===== config.mk =====
export PLATFORM = sky130hd
export DESIGN_NAME = spi_slave
export DESIGN_NICKNAME = d
export VERILOG_FILES = /design/src/rtl/spi_pkg.sv /design/src/rtl/spi_sync_edge.sv /design/src/rtl/spi_slave.sv
export SDC_FILE = /design/constraint.sdc
export NUM_CORES = 1
export LEC_CHECK = 0
export ABC_AREA = 1
export CORE_MARGIN = 4
export CORE_UTILIZATION = 57
export CTS_BUF_LIST = sky130_fd_sc_hd__clkbuf_16
export CTS_CLUSTER_SIZE = 20
export DETAILED_ROUTE_END_ITERATION = 7
export HOLD_SLACK_MARGIN = 0.06
export PLACE_DENSITY = 0.83
export SLEW_MARGIN = 20
export SYNTH_ARGS = -nofsm -noshare
export SYNTH_HDL_FRONTEND = slang
export SYNTH_SLANG_ARGS = --single-unit

===== constraint.sdc =====
create_clock -name clk -period 4 [get_ports clk]
set_input_delay 0.8 -clock clk [delete_from_list [all_inputs] [get_ports clk]]
set_output_delay 0.8 -clock clk [all_outputs]
set_load 0.05 [all_outputs]

===== src/rtl/spi_pkg.sv =====
// spi_pkg: shared FSM encoding and SPI mode constants for the SPI slave
package spi_pkg;
  typedef enum logic {IDLE, ACTIVE} state_t;
  typedef struct packed {
    logic cpol;
    logic cpha;
  } spi_mode_t;
  localparam spi_mode_t MODE0 = '{cpol: 1'b0, cpha: 1'b0};
  localparam spi_mode_t MODE1 = '{cpol: 1'b0, cpha: 1'b1};
  localparam spi_mode_t MODE2 = '{cpol: 1'b1, cpha: 1'b0};
  localparam spi_mode_t MODE3 = '{cpol: 1'b1, cpha: 1'b1};
endpackage


===== src/rtl/spi_sync_edge.sv =====
// spi_sync_edge: 2-flop synchroniser plus rise/fall detect against a third flop
// Ports: clk, rst (async active-high), d async input, q synchronised level, rise/fall one-clk edge pulses
module spi_sync_edge #(
  parameter bit RST_VAL = 1'b0
) (
  input  logic clk,
  input  logic rst,
  input  logic d,
  output logic q,
  output logic rise,
  output logic fall
);
  logic [2:0] s;
  always_ff @(posedge clk or posedge rst)
    if (rst) s <= {3{RST_VAL}};
    else s <= {s[1:0], d};
  assign q    = s[1];
  assign rise = s[1] & ~s[2];
  assign fall = ~s[1] & s[2];
endmodule


===== src/rtl/spi_slave.sv =====
// spi_slave: SPI slave with configurable CPOL/CPHA, tx holding register and received-word output
// Ports: clk, rst (async active-high); sclk, cs_n, mosi asynchronous SPI inputs; miso/miso_oe serial output;
//   tx_data/tx_valid/tx_ready holding-register load; rx_data/rx_valid received word; tx_underrun; busy
module spi_slave
  import spi_pkg::*;
#(
  parameter bit CPOL       = 1'b1,
  parameter bit CPHA       = 1'b0,
  parameter int DATA_WIDTH = 8
) (
  input  logic                  clk,
  input  logic                  rst,
  input  logic                  sclk,
  input  logic                  cs_n,
  input  logic                  mosi,
  output logic                  miso,
  output logic                  miso_oe,
  input  logic [DATA_WIDTH-1:0] tx_data,
  input  logic                  tx_valid,
  output logic                  tx_ready,
  output logic [DATA_WIDTH-1:0] rx_data,
  output logic                  rx_valid,
  output logic                  tx_underrun,
  output logic                  busy
);
  localparam int CW = $clog2(DATA_WIDTH);
  state_t state, state_d;
  logic [CW-1:0] bit_cnt;
  logic [DATA_WIDTH-2:0] rx_shift;
  logic [DATA_WIDTH-1:0] rx_word, tx_shift, hold;
  logic hold_full, pre_full;
  logic sclk_q, sclk_rise, sclk_fall, cs_q, cs_rise, cs_fall, mosi_q, mosi_rise, mosi_fall;
  logic lead, trail, act, smp, wrap, cnt_zero, first_lead, src_full, consume, accept, load_en, shift_en;
  logic unused_edges;
  spi_sync_edge #(.RST_VAL(CPOL)) u_sclk (
    .clk(clk), .rst(rst), .d(sclk), .q(sclk_q), .rise(sclk_rise), .fall(sclk_fall)
  );
  spi_sync_edge #(.RST_VAL(1'b1)) u_cs (
    .clk(clk), .rst(rst), .d(cs_n), .q(cs_q), .rise(cs_rise), .fall(cs_fall)
  );
  spi_sync_edge #(.RST_VAL(1'b0)) u_mosi (
    .clk(clk), .rst(rst), .d(mosi), .q(mosi_q), .rise(mosi_rise), .fall(mosi_fall)
  );
  assign unused_edges = sclk_q ^ mosi_rise ^ mosi_fall;
  assign lead       = CPOL ? sclk_fall : sclk_rise;
  assign trail      = CPOL ? sclk_rise : sclk_fall;
  assign act        = state == ACTIVE;
  assign smp        = act & (CPHA ? trail : lead);
  assign wrap       = bit_cnt == CW'(DATA_WIDTH - 1);
  assign cnt_zero   = bit_cnt == '0;
  assign first_lead = act & lead & cnt_zero;
  assign rx_word    = {rx_shift, mosi_q};
  // CPHA=0 must preload before the first leading edge, so the consume/underrun decision
  // is deferred to that edge; a preload after the last word of a frame then costs nothing
  assign src_full   = CPHA ? hold_full : pre_full;
  assign consume    = first_lead & src_full;
  assign accept     = tx_valid & ~hold_full;
  assign load_en    = CPHA ? first_lead : ((state == IDLE) & cs_fall) | (act & trail & cnt_zero);
  assign shift_en   = act & (CPHA ? lead : trail) & ~cnt_zero;
  assign tx_ready   = ~hold_full;
  assign miso_oe    = ~cs_q;
  assign miso       = miso_oe & tx_shift[DATA_WIDTH-1];
  assign busy       = act;
  always_comb begin
    state_d = state;
    if (state == IDLE && cs_fall) state_d = ACTIVE;
    else if (act && cs_rise) state_d = IDLE;
  end
  always_ff @(posedge clk or posedge rst)
    if (rst) begin
      state       <= IDLE;
      bit_cnt     <= '0;
      rx_shift    <= '0;
      rx_data     <= '0;
      rx_valid    <= 1'b0;
      tx_underrun <= 1'b0;
      hold        <= '0;
      hold_full   <= 1'b0;
      tx_shift    <= '0;
      pre_full    <= 1'b0;
    end else begin
      state       <= state_d;
      bit_cnt     <= (!act || cs_rise) ? '0 : smp ? (wrap ? '0 : bit_cnt + 1'b1) : bit_cnt;
      if (smp) rx_shift <= rx_word[DATA_WIDTH-2:0];
      if (smp && wrap) rx_data <= rx_word;
      rx_valid    <= smp & wrap;
      tx_underrun <= first_lead & ~src_full;
      if (accept) hold <= tx_data;
      hold_full   <= accept | (hold_full & ~consume);
      if (load_en) tx_shift <= hold_full ? hold : '0;
      else if (shift_en) tx_shift <= tx_shift << 1;
      pre_full    <= !cs_rise && (load_en ? hold_full : pre_full);
    end
endmodule

### Yosys cells after proc, flatten, opt, wreduce, memory -nomap -nowiden

Index checks and enable logic that the tools add are counted.

| operators by class | value |
|---|---|
| add/sub/neg operators | 1 |
| eq/ne operators | 1 |
| multiplexer cells | 9 |
| bitwise operators | 27 |
| reduce and logical (&&, ||, !) cells | 11 |

Operators by type and width:

| kind | count |
|---|---|
| $mux 8 | 3 |
| $and 1x1->1 | 16 |
| $mux 3 | 3 |
| $not 1->1 | 9 |
| $reduce_bool 2->1 | 3 |
| $logic_and 1x1->1 | 4 |
| $add 3x1->3 const B | 1 |
| $eq 3x3->1 const B | 1 |
| $logic_not 3->1 | 1 |
| $mux 1 | 3 |
| $logic_not 1->1 | 2 |
| $or 1x1->1 | 2 |
| $logic_or 1x1->1 | 1 |

| word-level totals | value |
|---|---|
| register bits after elaboration | 47 |
| output and inout port bits | 14 |

### Logic depth before layout (Yosys ltp)

| logic depth | value |
|---|---|
| word-level depth | 8 |
| mapped depth | 9 |

### Cells and area by module

From an unflattened synthesis, not the netlist that was laid out.

| unflattened totals | value |
|---|---|
| cell total of the unflattened synthesis | 228 |
| area total of the unflattened synthesis | 2042.0 um^2 |

By module, submodules not included:

| module | times used | cells an instance | area each (um^2) |
|---|---|---|---|
| spi_slave | 1 | 204 | 1752.9 |
| spi_sync_edge (u_cs ...) | 2 | 8 | 97.6 |
| spi_sync_edge (u_mosi) | 1 | 8 | 93.8 |

### Least setup slack after synthesis

OpenSTA, ideal clock, no wires.

| timing | value |
|---|---|
| kind | register -> output |
| from | reg u_cs.s[1] |
| to | out miso |
| arrival time | 1.014 ns |
| setup slack | 2.186 ns |
| cell stages (with the launch flop) | 2 |
| path buffers | 0 |
| path through | dfstp_2 nor2_1 |

| on the way | value |
|---|---|
| cells in the longest elaborated chain, start to end | 2 |

RTL lines:

| item | RTL line | RTL |
|---|---|---|
| start: declaration | spi_sync_edge.sv:13 | `logic [2:0] s;` |
| start signal: assignment | spi_sync_edge.sv:15 | `if (rst) s <= {3{RST_VAL}};` |
| start signal: assignment | spi_sync_edge.sv:16 | `else s <= {s[1:0], d};` |
| $not 1->1 | spi_slave.sv:61 | `assign miso_oe = ~cs_q;` |
| $and 1x1->1 | spi_slave.sv:62 | `assign miso = miso_oe & tx_shift[DATA_WIDTH-1];` |
| end: declaration | spi_slave.sv:16 | `output logic miso,` |

Every way passes these cells.

### Worst setup path in the final report

| timing | value |
|---|---|
| from | reg hold_full |
| to | out tx_ready |

| on the way | value |
|---|---|
| cells in the longest elaborated chain, start to end | 1 |

RTL lines:

| item | RTL line | RTL |
|---|---|---|
| start: declaration | spi_slave.sv:31 | `logic hold_full, pre_full;` |
| start signal: assignment | spi_slave.sv:89 | `hold_full <= accept \| (hold_full & ~consume);` |
| $not 1->1 | spi_slave.sv:60 | `assign tx_ready = ~hold_full;` |
| end: declaration | spi_slave.sv:20 | `output logic tx_ready,` |

Every way passes these cells.

==> reports/summary.json <==
{
  "run_status": {"value": "finished clean"},
  "die_area": {"value": 0.00443, "unit": "mm²"},
  "vias_per_cell": {"value": 5.16},
  "timing_worst_setup_path_type": {"value": "reg -> out"},
  "cts_buffers": {"value": 5},
  "crit_path_max_fo": {"value": 10},
  "first_pass_grt_wire_length": {"value": 6130, "unit": "µm"},
  "post_drt_wl_per_cell": {"value": 13.2, "unit": "µm"},
  "yosysTopAreaCellShare": {"value": 52.5, "unit": "%"},
  "drt-initial-drc-count": {"value": 63},
  "hold_path_depth": {"value": 0},
  "report.final.slew_viol_count": {"value": 0},
  "netSwitchingFraction": {"value": 29.5, "unit": "%"},
  "power.density_cell_area": {"value": 595, "unit": "mW/mm²"},
  "max_slew_margin": {"value": 66.0, "unit": "%"},
  "ys_seq_elements": {"value": 47},
  "gp_routability_congestion": {"value": 0.860},
  "worst_slew_pin_slew": {"value": 0.506, "unit": "ns"},
  "synth_adder_area_share": {"value": 1.92, "unit": "%"},
  "num_io_pins": {"value": 28},
  "fin_hold_ws": {"value": 0.353, "unit": "ns"},
  "netlist_instances": {"value": 188},
  "ff2ff_path_depth": {"value": 5},
  "finalPower": {"value": 0.00143, "unit": "W"},
  "grt_use_total": {"value": 19.2, "unit": "%"},
  "combinationalPowerShare": {"value": 20.8, "unit": "%"},
  "drc_errors": {"value": 0},
  "critPathArrivalTime": {"value": 1.68, "unit": "ns"},
  "dp.cells": {"value": 255},
  "netlist_area": {"value": 0.00195, "unit": "mm²"},
  "synthSimpleGateAreaFrac": {"value": 18.2, "unit": "%"},
  "path_cells": {"value": "inv_2, clkdlybuf4s50_1"},
  "crit_path_max_incr_delay": {"value": 0.80, "unit": "ns"},
  "n_antenna_cell": {"value": 0},
  "place.detailed.hpwl": {"value": 2510, "unit": "µm"},
  "htreeDepth": {"value": 2},
  "period_minus_slack": {"value": 2.48, "unit": "ns"},
  "design.final.nets": {"value": 235},
  "final_layout_size_suffix_gt1_share": {"value": 19.2, "unit": "%"},
  "drt_wl_total": {"value": 3470, "unit": "µm"},
  "total_of_cells_resized_after_clock_tree_synthesis": {"value": 0},
  "rows": {"value": 20},
  "postRouteAntennaNets": {"value": 0},
  "crit_path_end_kind": {"value": "output pin"},
  "worst_clock_skew": {"value": 0.00515, "unit": "ns"},
  "floorplan.core_area": {"value": 0.00315, "unit": "mm²"},
  "synth_xor_area_share": {"value": 0, "unit": "%"},
  "root_buffer": {"value": "sky130_fd_sc_hd__clkbuf_16"},
  "setup-tns-final": {"value": 0, "unit": "ns"},
  "synth.top_cells.by_count": {"value": "sky130_fd_sc_hd__nand2_1, sky130_fd_sc_hd__dfrtp_1, sky130_fd_sc_hd__inv_1"},
  "grt_pass1_vias": {"value": 1311},
  "synthDistinctLibCells": {"value": 23},
  "synth_edf_count": {"value": 0},
  "synth.yosys.seq_area_share": {"value": 60.6, "unit": "%"},
  "grt_overflow": {"value": 0},
  "grt_start_max_net_pins": {"value": 34},
  "initial_util": {"value": 62.0, "unit": "%"},
  "synth_top_family_by_area": {"value": "simple AND/OR/NAND/NOR gates"},
  "layout-area-overhead-vs-synth": {"value": 23.2, "unit": "%"},
  "max-cap-violations": {"value": 0},
  "holdCritPathClass": {"value": "reg -> reg"},
  "postCtsHoldBufs": {"value": 0},
  "vias": {"value": 1356},
  "cts_post_setup_buffers_inserted": {"value": 0},
  "synth-main-ff-cell": {"value": "sky130_fd_sc_hd__dfrtp_1"},
  "synth.largest_area_cell": {"value": "sky130_fd_sc_hd__dfrtp_1"},
  "final-hold-violation-count": {"value": 0},
  "number_of_antenna_violations_at_the_first_check_in_global_routing": {"value": 0},
  "synth_most_common_cell": {"value": "sky130_fd_sc_hd__nand2_1"},
  "port-buffer-count": {"value": 27},
  "power_report.internal_total": {"value": 0.00101, "unit": "W"},
  "finalSetupViolations": {"value": 0},
  "clk_pin_slew_worst_paths": {"value": 0.06, "unit": "ns"},
  "fraction_of_power_consumed_by_the_clock_network": {"value": 31.9, "unit": "%"},
  "yosysWarningCount": {"value": 0},
  "timing.fmax": {"value": 403, "unit": "MHz"},
  "clock_latency": {"value": 0.29, "unit": "ns"},
  "fraction_of_synthesis_flops_using_an_asynchronous_set_or_reset_pin": {"value": 100, "unit": "%"},
  "p_leak": {"value": 1.14, "unit": "nW"},
  "post_synthesis_area_per_instance": {"value": 10.4, "unit": "µm²"},
  "post-route-period-util": {"value": 62.1, "unit": "%"},
  "clock-sinks": {"value": 47},
  "critPathLaunchType": {"value": "flop"},
  "mappedNetlistNets": {"value": 205},
  "clk_path_buf_depth": {"value": 2},
  "chipWidth": {"value": 66.6, "unit": "µm"},
  "seq_power_share": {"value": 47.3, "unit": "%"},
  "synth_mux_area_share": {"value": 4.03, "unit": "%"},
  "tritoncts_clock_tree": {"value": "built"},
  "synth_compound_area_share": {"value": 8.51, "unit": "%"},
  "dieHeight": {"value": 66.6, "unit": "µm"},
  "peakVddDrop": {"value": 0.406, "unit": "mV"},
  "netlist_top_cells_area": {"value": "sky130_fd_sc_hd__dfrtp_1, sky130_fd_sc_hd__nand2_1, sky130_fd_sc_hd__dfstp_2, sky130_fd_sc_hd__nand3_1, sky130_fd_sc_hd__mux2_2"},
  "finish.cell_count_without_fillers": {"value": 263},
  "crit_slowest_cell": {"value": "sky130_fd_sc_hd__clkdlybuf4s50_1"},
  "detailedRoute.firstPassIterationCount": {"value": 4},
  "critical_path_required": {"value": 3.20, "unit": "ns"},
  "rsz0062_at_grt": {"value": "no"},
  "net-switching-power": {"value": 0.000423, "unit": "W"}
}
-- state kept, by name, summed over array words and instances, names as in the netlist, 2 cells and up --
name	count
bit_cnt	3
hold	8
rx_data	8
rx_shift	7
tx_shift	8
u_cs.s	3
u_mosi.s	2
u_sclk.s	3
-- metal layers --
metal	part of all wire, %	track usage, %
met1	41	23.3
met5	0	0
met2	51	30.6
met4	2.3	9.14
met3	6.0	6.41
-- final timing paths --
check                             from  slack (ns)           to
hold / removal             u_mosi.s[0]        0.35  u_mosi.s[1]
setup reg to reg             u_cs.s[1]        2.29  tx_shift[3]
max in group asynchronous          rst        2.45  u_sclk.s[2]
hold reg to reg            u_mosi.s[0]        0.35  u_mosi.s[1]
setup / recovery             hold_full        1.52     tx_ready
min in group asynchronous          rst        0.79  rx_shift[0]
-- kinds of logic after synthesis --
logic type,after synthesis
AO/OA/AOI/OAI,26
adder cells (fa/ha/maj),3
buffers and inverters,28
flip-flops,47
multiplexers,7
AND/OR/NAND/NOR,77
-- final cells by class --
class | instances | area, µm²
fill | 227 | 744
multi-input combinational | 113 | 639
inverter | 23 | 88.8
clock buffer | 5 | 125
clock inverter | 3 | 38.8
timing repair buffer | 28 | 278
sequential | 47 | 1180
tap | 44 | 55.1
-- power by group through the flow --
stage / Combinational, W / Clock (W) / Sequential (W)
after floorplan: 0.000232 / 0 / 0.000661
after global placement: 0.000276 / 0 / 0.000672
after detailed placement: 0.000296 / 0 / 0.000685
after CTS: 0.000303 / 0.000467 / 0.000676
after global routing: 0.000338 / 0.000493 / 0.000691
final: 0.000298 / 0.000457 / 0.000677
-- layout by cell type (no fill, tap or decap), drive strengths merged --
| cell | instances |
|---|---|
| clkinv | 3 |
| dfrtp | 41 |
| clkdlybuf4s50 | 27 |
| clkbuf | 5 |
| inv | 22 |
| mux2 | 7 |
| nand2 | 51 |
| o21ai | 22 |
| a21oi | 2 |
| dfstp | 6 |
| nor3 | 1 |
| ha | 3 |
| bufinv | 1 |
| nor2 | 7 |
| o22ai | 2 |
| nand3 | 17 |
| buf | 1 |
| nand4 | 1 |
-- stage by stage --
| step | util [%] | worst slack [ns] | instance area (µm²) |
|---|---|---|---|
| CTS | 76.4 | 1.50 | 2410 |
| global route | 76.4 | 1.42 | 2410 |
| detailed placement | 71.2 | 1.82 | 2240 |
| global placement | 71.2 | 1.84 | 2240 |
| floorplan | - | 2.09 | 1950 |
| finish | 76.4 | 1.52 | 2410 |
-- critical path: cells and delay by family, from the launching register on --
family   cells  cell delay, ns
flops        1            0.49
buf+inv      2            0.91
Power figures use the tool's default switching activity.
